<file path="src/rtl/cpu_ctrl_pkg.sv">
// Shared run-control state encoding for the CPU run controller and its users.
// Pure declarations; no logic, latency or flow control.
package cpu_ctrl_pkg;

    typedef enum logic [1:0] {
        RS_HALT = 2'd0,
        RS_RUN  = 2'd1,
        RS_STEP = 2'd2,
        RS_DONE = 2'd3
    } run_state_e;

    localparam logic [1:0] ST_HALT = RS_HALT;
    localparam logic [1:0] ST_RUN  = RS_RUN;
    localparam logic [1:0] ST_STEP = RS_STEP;
    localparam logic [1:0] ST_DONE = RS_DONE;

endpackage

</file>
<file path="src/rtl/debounce.sv">
// Button conditioner: 2-FF synchronizer, level debouncer, falling-edge one-shot.
// Latency: pulse 2 + DEBOUNCE_CYCLES cycles after the raw press settles.
// No backpressure: one pulse per accepted press, never queued.
module debounce #(
    parameter int DEBOUNCE_CYCLES = 500000
) (
    input  logic cpu_clk,
    input  logic resetN,
    input  logic btn_n,
    output logic pulse
);

    localparam int CW = (DEBOUNCE_CYCLES > 1) ? $clog2(DEBOUNCE_CYCLES) : 1;
    localparam logic [CW-1:0] LAST = CW'(DEBOUNCE_CYCLES - 1);

    logic [1:0]    sync_q;
    logic          level;
    logic [CW-1:0] cnt;

    // A new level is taken only after DEBOUNCE_CYCLES consecutive samples disagree with the current one.
    always_ff @(posedge cpu_clk or negedge resetN) begin
        if (!resetN) begin
            sync_q <= 2'b11;
            level  <= 1'b1;
            cnt    <= '0;
            pulse  <= 1'b0;
        end else begin
            sync_q <= {sync_q[0], btn_n};
            pulse  <= 1'b0;
            if (sync_q[1] == level) begin
                cnt <= '0;
            end else if (cnt == LAST) begin
                level <= sync_q[1];
                cnt   <= '0;
                pulse <= ~sync_q[1];
            end else begin
                cnt <= cnt + 1'b1;
            end
        end
    end

endmodule

</file>
<file path="src/rtl/cpu_run_ctrl.sv">
// CPU run controller: run / single-step / breakpoint / done sequencing and instruction count.
// Latency: cpu_en is combinational from state and pc; state updates on the next cpu_clk edge.
// No backpressure: step presses outside HALT are dropped, not queued.
module cpu_run_ctrl
    import cpu_ctrl_pkg::*;
#(
    parameter int                  PC_WIDTH        = 12,
    parameter logic [PC_WIDTH-1:0] FINAL_PC        = 12'hFFF,
    parameter int                  DEBOUNCE_CYCLES = 500000,
    parameter int                  AUTO_RUN        = 1,
    parameter int                  CNT_WIDTH       = 32
) (
    input  logic                 cpu_clk,
    input  logic                 resetN,
    input  logic                 mode_run,
    input  logic                 step_btnN,
    input  logic                 bp_enable,
    input  logic [PC_WIDTH-1:0]  bp_addr,
    input  logic [PC_WIDTH-1:0]  pc,
    output logic                 cpu_en,
    output logic                 halted,
    output logic                 finished,
    output logic [1:0]           state_o,
    output logic [CNT_WIDTH-1:0] instr_count
);

    localparam logic [1:0] RESET_STATE = (AUTO_RUN != 0) ? ST_RUN : ST_HALT;

    logic [1:0] state;
    logic [1:0] state_nxt;
    logic       skip;
    logic       step_pulse;
    logic       final_hit;
    logic       bp_hit;
    logic       en_raw;

    debounce #(
        .DEBOUNCE_CYCLES(DEBOUNCE_CYCLES)
    ) u_debounce (
        .cpu_clk(cpu_clk),
        .resetN (resetN),
        .btn_n  (step_btnN),
        .pulse  (step_pulse)
    );

    assign final_hit = (pc == FINAL_PC);
    assign bp_hit    = bp_enable & (pc == bp_addr) & ~skip;

    always_comb begin
        en_raw = 1'b0;
        case (state)
            ST_RUN:  en_raw = mode_run & ~final_hit & ~bp_hit;
            ST_STEP: en_raw = ~final_hit;
            default: en_raw = 1'b0;
        endcase
    end

    // Reset gates the enable so an aborted RUN/STEP never leaks a clock-enable cycle.
    assign cpu_en   = resetN & en_raw;
    assign halted   = (state == ST_HALT);
    assign finished = (state == ST_DONE);
    assign state_o  = state;

    always_comb begin
        state_nxt = state;
        case (state)
            ST_RUN: begin
                if (final_hit)     state_nxt = ST_DONE;
                else if (bp_hit)   state_nxt = ST_HALT;
                else if (!mode_run) state_nxt = ST_HALT;
            end
            ST_HALT: begin
                if (step_pulse) state_nxt = mode_run ? ST_RUN : ST_STEP;
            end
            ST_STEP: state_nxt = final_hit ? ST_DONE : ST_HALT;
            default: state_nxt = ST_DONE;
        endcase
    end

    // skip lets a resume from a breakpoint execute the breakpoint instruction once.
    always_ff @(posedge cpu_clk or negedge resetN) begin
        if (!resetN) begin
            state       <= RESET_STATE;
            skip        <= 1'b1;
            instr_count <= '0;
        end else begin
            state <= state_nxt;
            if (state == ST_RUN && en_raw)
                skip <= 1'b0;
            else if (state == ST_HALT && step_pulse && mode_run)
                skip <= 1'b1;
            if (en_raw && (instr_count != '1))
                instr_count <= instr_count + 1'b1;
        end
    end

endmodule

</file>
<file path="config.mk">
export PLATFORM = sky130hd
export DESIGN_NAME = cpu_run_ctrl
export DESIGN_NICKNAME = d
export VERILOG_FILES = /design/src/rtl/cpu_ctrl_pkg.sv /design/src/rtl/debounce.sv /design/src/rtl/cpu_run_ctrl.sv
export SDC_FILE = /design/constraint.sdc
export NUM_CORES = 1
export LEC_CHECK = 0
export BUFFER_PORTS_ARGS = -buffer_cell sky130_fd_sc_hd__buf_2
export CAP_MARGIN = 20
export CORE_MARGIN = 5
export CORE_UTILIZATION = 45
export CTS_CLUSTER_DIAMETER = 200
export DETAILED_ROUTE_END_ITERATION = 7
export PLACE_DENSITY = 0.68
export SYNTH_ARGS = -nofsm -noshare
export SYNTH_HDL_FRONTEND = slang
export SYNTH_SLANG_ARGS = --single-unit
</file>
<file path="constraint.sdc">
create_clock -name cpu_clk -period 3.4 [get_ports cpu_clk]
set_clock_uncertainty 0.2 [all_clocks]
set_input_delay 0.34 -clock cpu_clk [delete_from_list [all_inputs] [get_ports cpu_clk]]
set_output_delay 0.34 -clock cpu_clk [all_outputs]
set_load 0.1 [all_outputs]
</file>
-- Word level (Yosys, flattened, before mapping)
Cells that the tools add are included.
- register bits after elaboration: 58
- output and inout bits: 37
- word-level logic and storage cells: 51
- add/subtract/negate cells: 2
- equality and inequality tests: 10
- multiplexer cells: 14
- bitwise operators: 10
- reduce and logical (&&, ||, !) cells: 8
- operators with widths (cell ; number):
    $mux W19 ; 2
    $add A32 B1 Y32 const B ; 1
    $ne A32 B32 Y1 const B ; 1
    $add A19 B1 Y19 const B ; 1
    $eq A19 B19 Y1 const B ; 1
    $eq A12 B12 Y1 ; 1
    $eq A12 B12 Y1 const B ; 1
    $mux W2 ; 6
    $pmux W2 S3 ; 1
    $and A1 B1 Y1 ; 5
    $not A1 Y1 ; 5
    $eq A2 B2 Y1 const B ; 2
    $logic_and A1 B1 Y1 ; 4
    $mux W1 ; 4
    $ne A4 B4 Y1 const B ; 1
    $reduce_and A2 Y1 ; 2
    $eq A2 B1 Y1 const B ; 1
    $logic_not A2 Y1 ; 1
    $ne A2 B1 Y1 const B ; 1
    $pmux W1 S2 ; 1
    $reduce_bool A2 Y1 ; 1
    $eq A1 B1 Y1 ; 1

-- Depth between registers and ports, before layout
- word-level depth: 8
- depth in mapped cells: 9
- depth with buffers taken out: 7

-- Cells and area by module
Synthesis repeated with hierarchy kept, for this count alone.
- cells, all modules: 296
- area, all modules: 3109.2 um^2
- modules (own cells, without submodules) (module ; instances ; cells each ; area each (um^2) ; seq. area each (um^2)):
    cpu_run_ctrl ; 1 ; 186 ; 1986.9 ; 878.3
    debounce ; 1 ; 110 ; 1122.3 ; 579.3

-- Worst setup path before layout
OpenSTA, ideal clock, no wires.
- kind: reg-to-output
- start: register state[1] (netlist: state_o[1])
- end: output port cpu_en
- data arrival time: 3094 ps
- path slack: -234 ps
- cell stages (with the launch flop): 7
- cells stage by stage: dfrtp_1 > inv_1 > ha_1 > or3b_1 > nor2_1 > buf_2 > and2_1
- longest elaborated chain between the ends: 3
- elaborated cells between the ends (all ways): 4
- those cells by class: eq/ne: 2; mux: 1; bitwise: 1
- RTL lines (element ; line ; text):
    start, declared ; cpu_run_ctrl.sv:29 ; logic [1:0] state;
    start signal, assigned ; cpu_run_ctrl.sv:87 ; state <= state_nxt;
    $eq A2 B2 Y1 / $eq A2 B1 Y1 (equally long branches) ; cpu_run_ctrl.sv:51 ; case (state)
    $pmux W1 S2 (*) ; cpu_run_ctrl.sv:51 ;
    $and A1 B1 Y1 (*) ; cpu_run_ctrl.sv:59 ; assign cpu_en = resetN & en_raw;
    end, declared ; cpu_run_ctrl.sv:20 ; output logic cpu_en,
Every way passes the cells marked *; elsewhere a longest branch is shown, timed or not.

-- Final worst setup path
- start: register state[0] (netlist: state_o[0])
- end: register instr_count[29]
- longest elaborated chain between the ends: 3
- elaborated cells between the ends (all ways): 4
- those cells by class: eq/ne: 2; mux: 1; reduce/logical: 1
- RTL lines (element ; line ; text):
    $eq A2 B2 Y1 / $eq A2 B1 Y1 (equally long branches) ; cpu_run_ctrl.sv:51 ;
    $pmux W1 S2 (*) ; cpu_run_ctrl.sv:51 ;
    $logic_and A1 B1 Y1 (*) ; cpu_run_ctrl.sv:92 ; if (en_raw && (instr_count != '1))
    end signal, assigned ; cpu_run_ctrl.sv:93 ; instr_count <= instr_count + 1'b1;
    end, declared ; cpu_run_ctrl.sv:24 ; output logic [CNT_WIDTH-1:0] instr_count
Marked as above.
A chain may end at the register's enable or synchronous reset.

==> metrics <==
Rows 29; ys async rst share 100%; Worst-Skew Late Latency 0.34 ns; Yosys reg bits 58; Max Slew Vio Count 0; Slew @ Worst Pin 0.800 ns; Fmax between 300 and 400 MHz; CP endpoint kind flop; CTS H-tree lvls 3; Total Wirelength 6.69 mm; Worst Setup Start Kind flop; CTS sink cnt 58; critical path arrival 2.90 ns; post-route clock period utilization between 80% and 90%; Initial Util 46.9%; Fin. Hold Viols 0; Setup-failing EPs final 0; worst-case vdd ir drop between 0.2 and 0.25 mV; die width 92.0 microns; share of cells above drive strength 1 28.0%; clock-pin slew on the worst setup and hold paths ~0.070 ns; R2R setup slack 0.56 ns; worst setup path endpoint instr_count[29]; core box area roughly 6500 sq um; Port Buffer Count 65; Worst Path Required about 3.5 ns; Final Wtd Congestion 0.770; post-CTS setup buffer count 0; Crit Path Class flop to flop; grt total ovfl 0; DRC 0; Synth Cell Area 3030 sq um; DIE HEIGHT 92.0 microns; reg2reg end instr_count[29]; via count 2424; CP Max Fanout 17; Ports 66; leakage power 0.00174 uW; share of the yosys chip area belonging to registers 48.2%; drt first-iter violations 135; sum of negative setup slack 0 ns; global-route wire length before repair roughly 11 mm; Max Cap Viol 0; cts bufs inserted 9; Syn Inst Count 294; vias in the first global route approximately 2500; Rel. slew slack 46.6%; PD cells 378 nW/um^2; die area 8470 sq um; P&R area growth vs syn 21.2%; Nets 405; Hold WC Path Type input pin to flop; synthesized net count 329; final antenna-violating net count 0; Max Root-Sink Buffers 2; Ant. Diodes 0; Synth Flop Type dfrtp_1; status finished, final reports clean; initial antenna violation count 0; unique cell type count in the Yosys netlist 37; most frequent cells in the layout 64 x buf_2, 53 x dfrtp_1, 37 x xnor2_1; number of flops mapped to enable cells by yosys 0; CTS tree yes; 1st-pass router iterations 4; R2R depth 6; GRT Total Usage 16.8%; post-layout min period 2.84 ns; largest net degree at the start of global routing 59; commonest non-fill, non-tap cell in the layout buf_2; drt wl/cell 14.8 microns; root buffer cell clkbuf_8; fin util 56.8%; RR Startpoint state_o[0]; Crit. Startpoint state_o[0]; syn_area_per_cell between 10 and 15 sq um; post-DP HPWL 4.87 mm; Synth warnings 0; Pwr Total around 1400 uW; unrepaired setup endpoints after global routing no; post-DR vias/cell 5.36
==> what timing repair did <==
item,4_1_cts,5_1_grt
gates resized for setup,0,0
setup endpoints to repair,0,0
hold buffers,2,0
endpoints found under the hold margin,54,0
==> cells in the mapped netlist, types with 2 or more instances <==
cell type,number,share of area (%)
nor2_1,36,4.5
inv_1,10,1.2
nor3_1,6,0.99
and2_1,2,0.41
dfrtp_1,53,44
xor2_1,23,6.7
or2_2,2,0.41
nor3_2,6,2.0
xnor2_1,37,11
dfstp_2,5,4.3
nor4b_1,2,0.58
nand3_1,19,3.1
nand2_1,22,2.7
nand4_1,19,3.9
and3_1,9,1.9
buf_6,2,0.74
a21oi_1,5,0.83
or3b_1,2,0.58
nor4_2,5,2.1
nor4_1,4,0.83
ha_1,6,2.5
and4_1,4,1.2
==> metrics by stage <==
stage | instances | area (sq um) | setup WS [ns] | hold WS, ns
finish | 452 | 3670 | 0.559 | 0.137
global route | 452 | 3670 | 0.416 | 0.139
CTS | 452 | 3670 | 0.564 | 0.118
detailed placement | 434 | 3450 | 0.592 | 0.147
global placement | 434 | 3450 | 0.643 | 0.146
floorplan | 294 | 3030 | 0.0516 | -0.156
==> metal layers <==
| metal | vias up | track usage [%] | part of all wire, % |
|---|---|---|---|
| li1 | 1167 | - | - |
| met1 | 1191 | 19.4 | 43 |
| met2 | 57 | 29.6 | 50 |
| met3 | 9 | 6.06 | 4.9 |
| met4 | 0 | 4.58 | 1.3 |
| met5 | - | 0 | 0 |
==> layout make-up <==
class / instances / area (sq um)
Timing Repair Buffer: 70 / 383
Multi-Input combinational cell: 221 / 1500
Tap cell: 77 / 96.3
Clock buffer: 11 / 141
Clock inverter: 5 / 53.8
Fill cell: 582 / 2790
Inverter: 10 / 37.5
Sequential cell: 58 / 1460
==> flip-flops by register name, indices dropped and copies added, names as in the netlist <==
register and cells:
u_debounce.pulse 1, u_debounce.cnt 19, skip 1, u_debounce.sync_q 2, instr_count 32, u_debounce.level 1, state_o 2
==> cell families (layout without fill, tap and decap cells) <==
family	count (synthesis)	count (layout)	synth area share (%)
simple gates	144	144	27.0
compound gates	8	8	1.49
flops	58	58	48.2
fa+ha+maj	6	6	2.48
mux	3	3	1.07
buf+inv	15	96	2.40
xor+xnor	60	60	17.4
==> power by group <==
group,internal (uW),switching [uW]
Clock,356,269
Combinational,28.6,36.0
Sequential,695,3.60
Total,1080,308
==> worst max-delay path: stages, from the launching register on <==
cell and delay [ns]:
dfstp_2 0.55, inv_1 0.07, ha_1 0.30, or3b_1 0.37, or3b_1 0.72, nor3_1 0.35, xor2_1 0.19
==> how the worst min path moves through the flow <==
stage | from | endpoint | slack, ns | cells after the start
finish | mode_run | skip | 0.14 | 3
global route | mode_run | skip | 0.14 | 3
CTS | mode_run | skip | 0.12 | 3
detailed placement | u_debounce.sync_q[0] | u_debounce.sync_q[1] | 0.15 | 0
global placement | u_debounce.sync_q[0] | u_debounce.sync_q[1] | 0.15 | 0
floorplan | resetN | instr_count[0] | -0.16 | 0
Note: power is estimated with default switching activity, not from simulation.
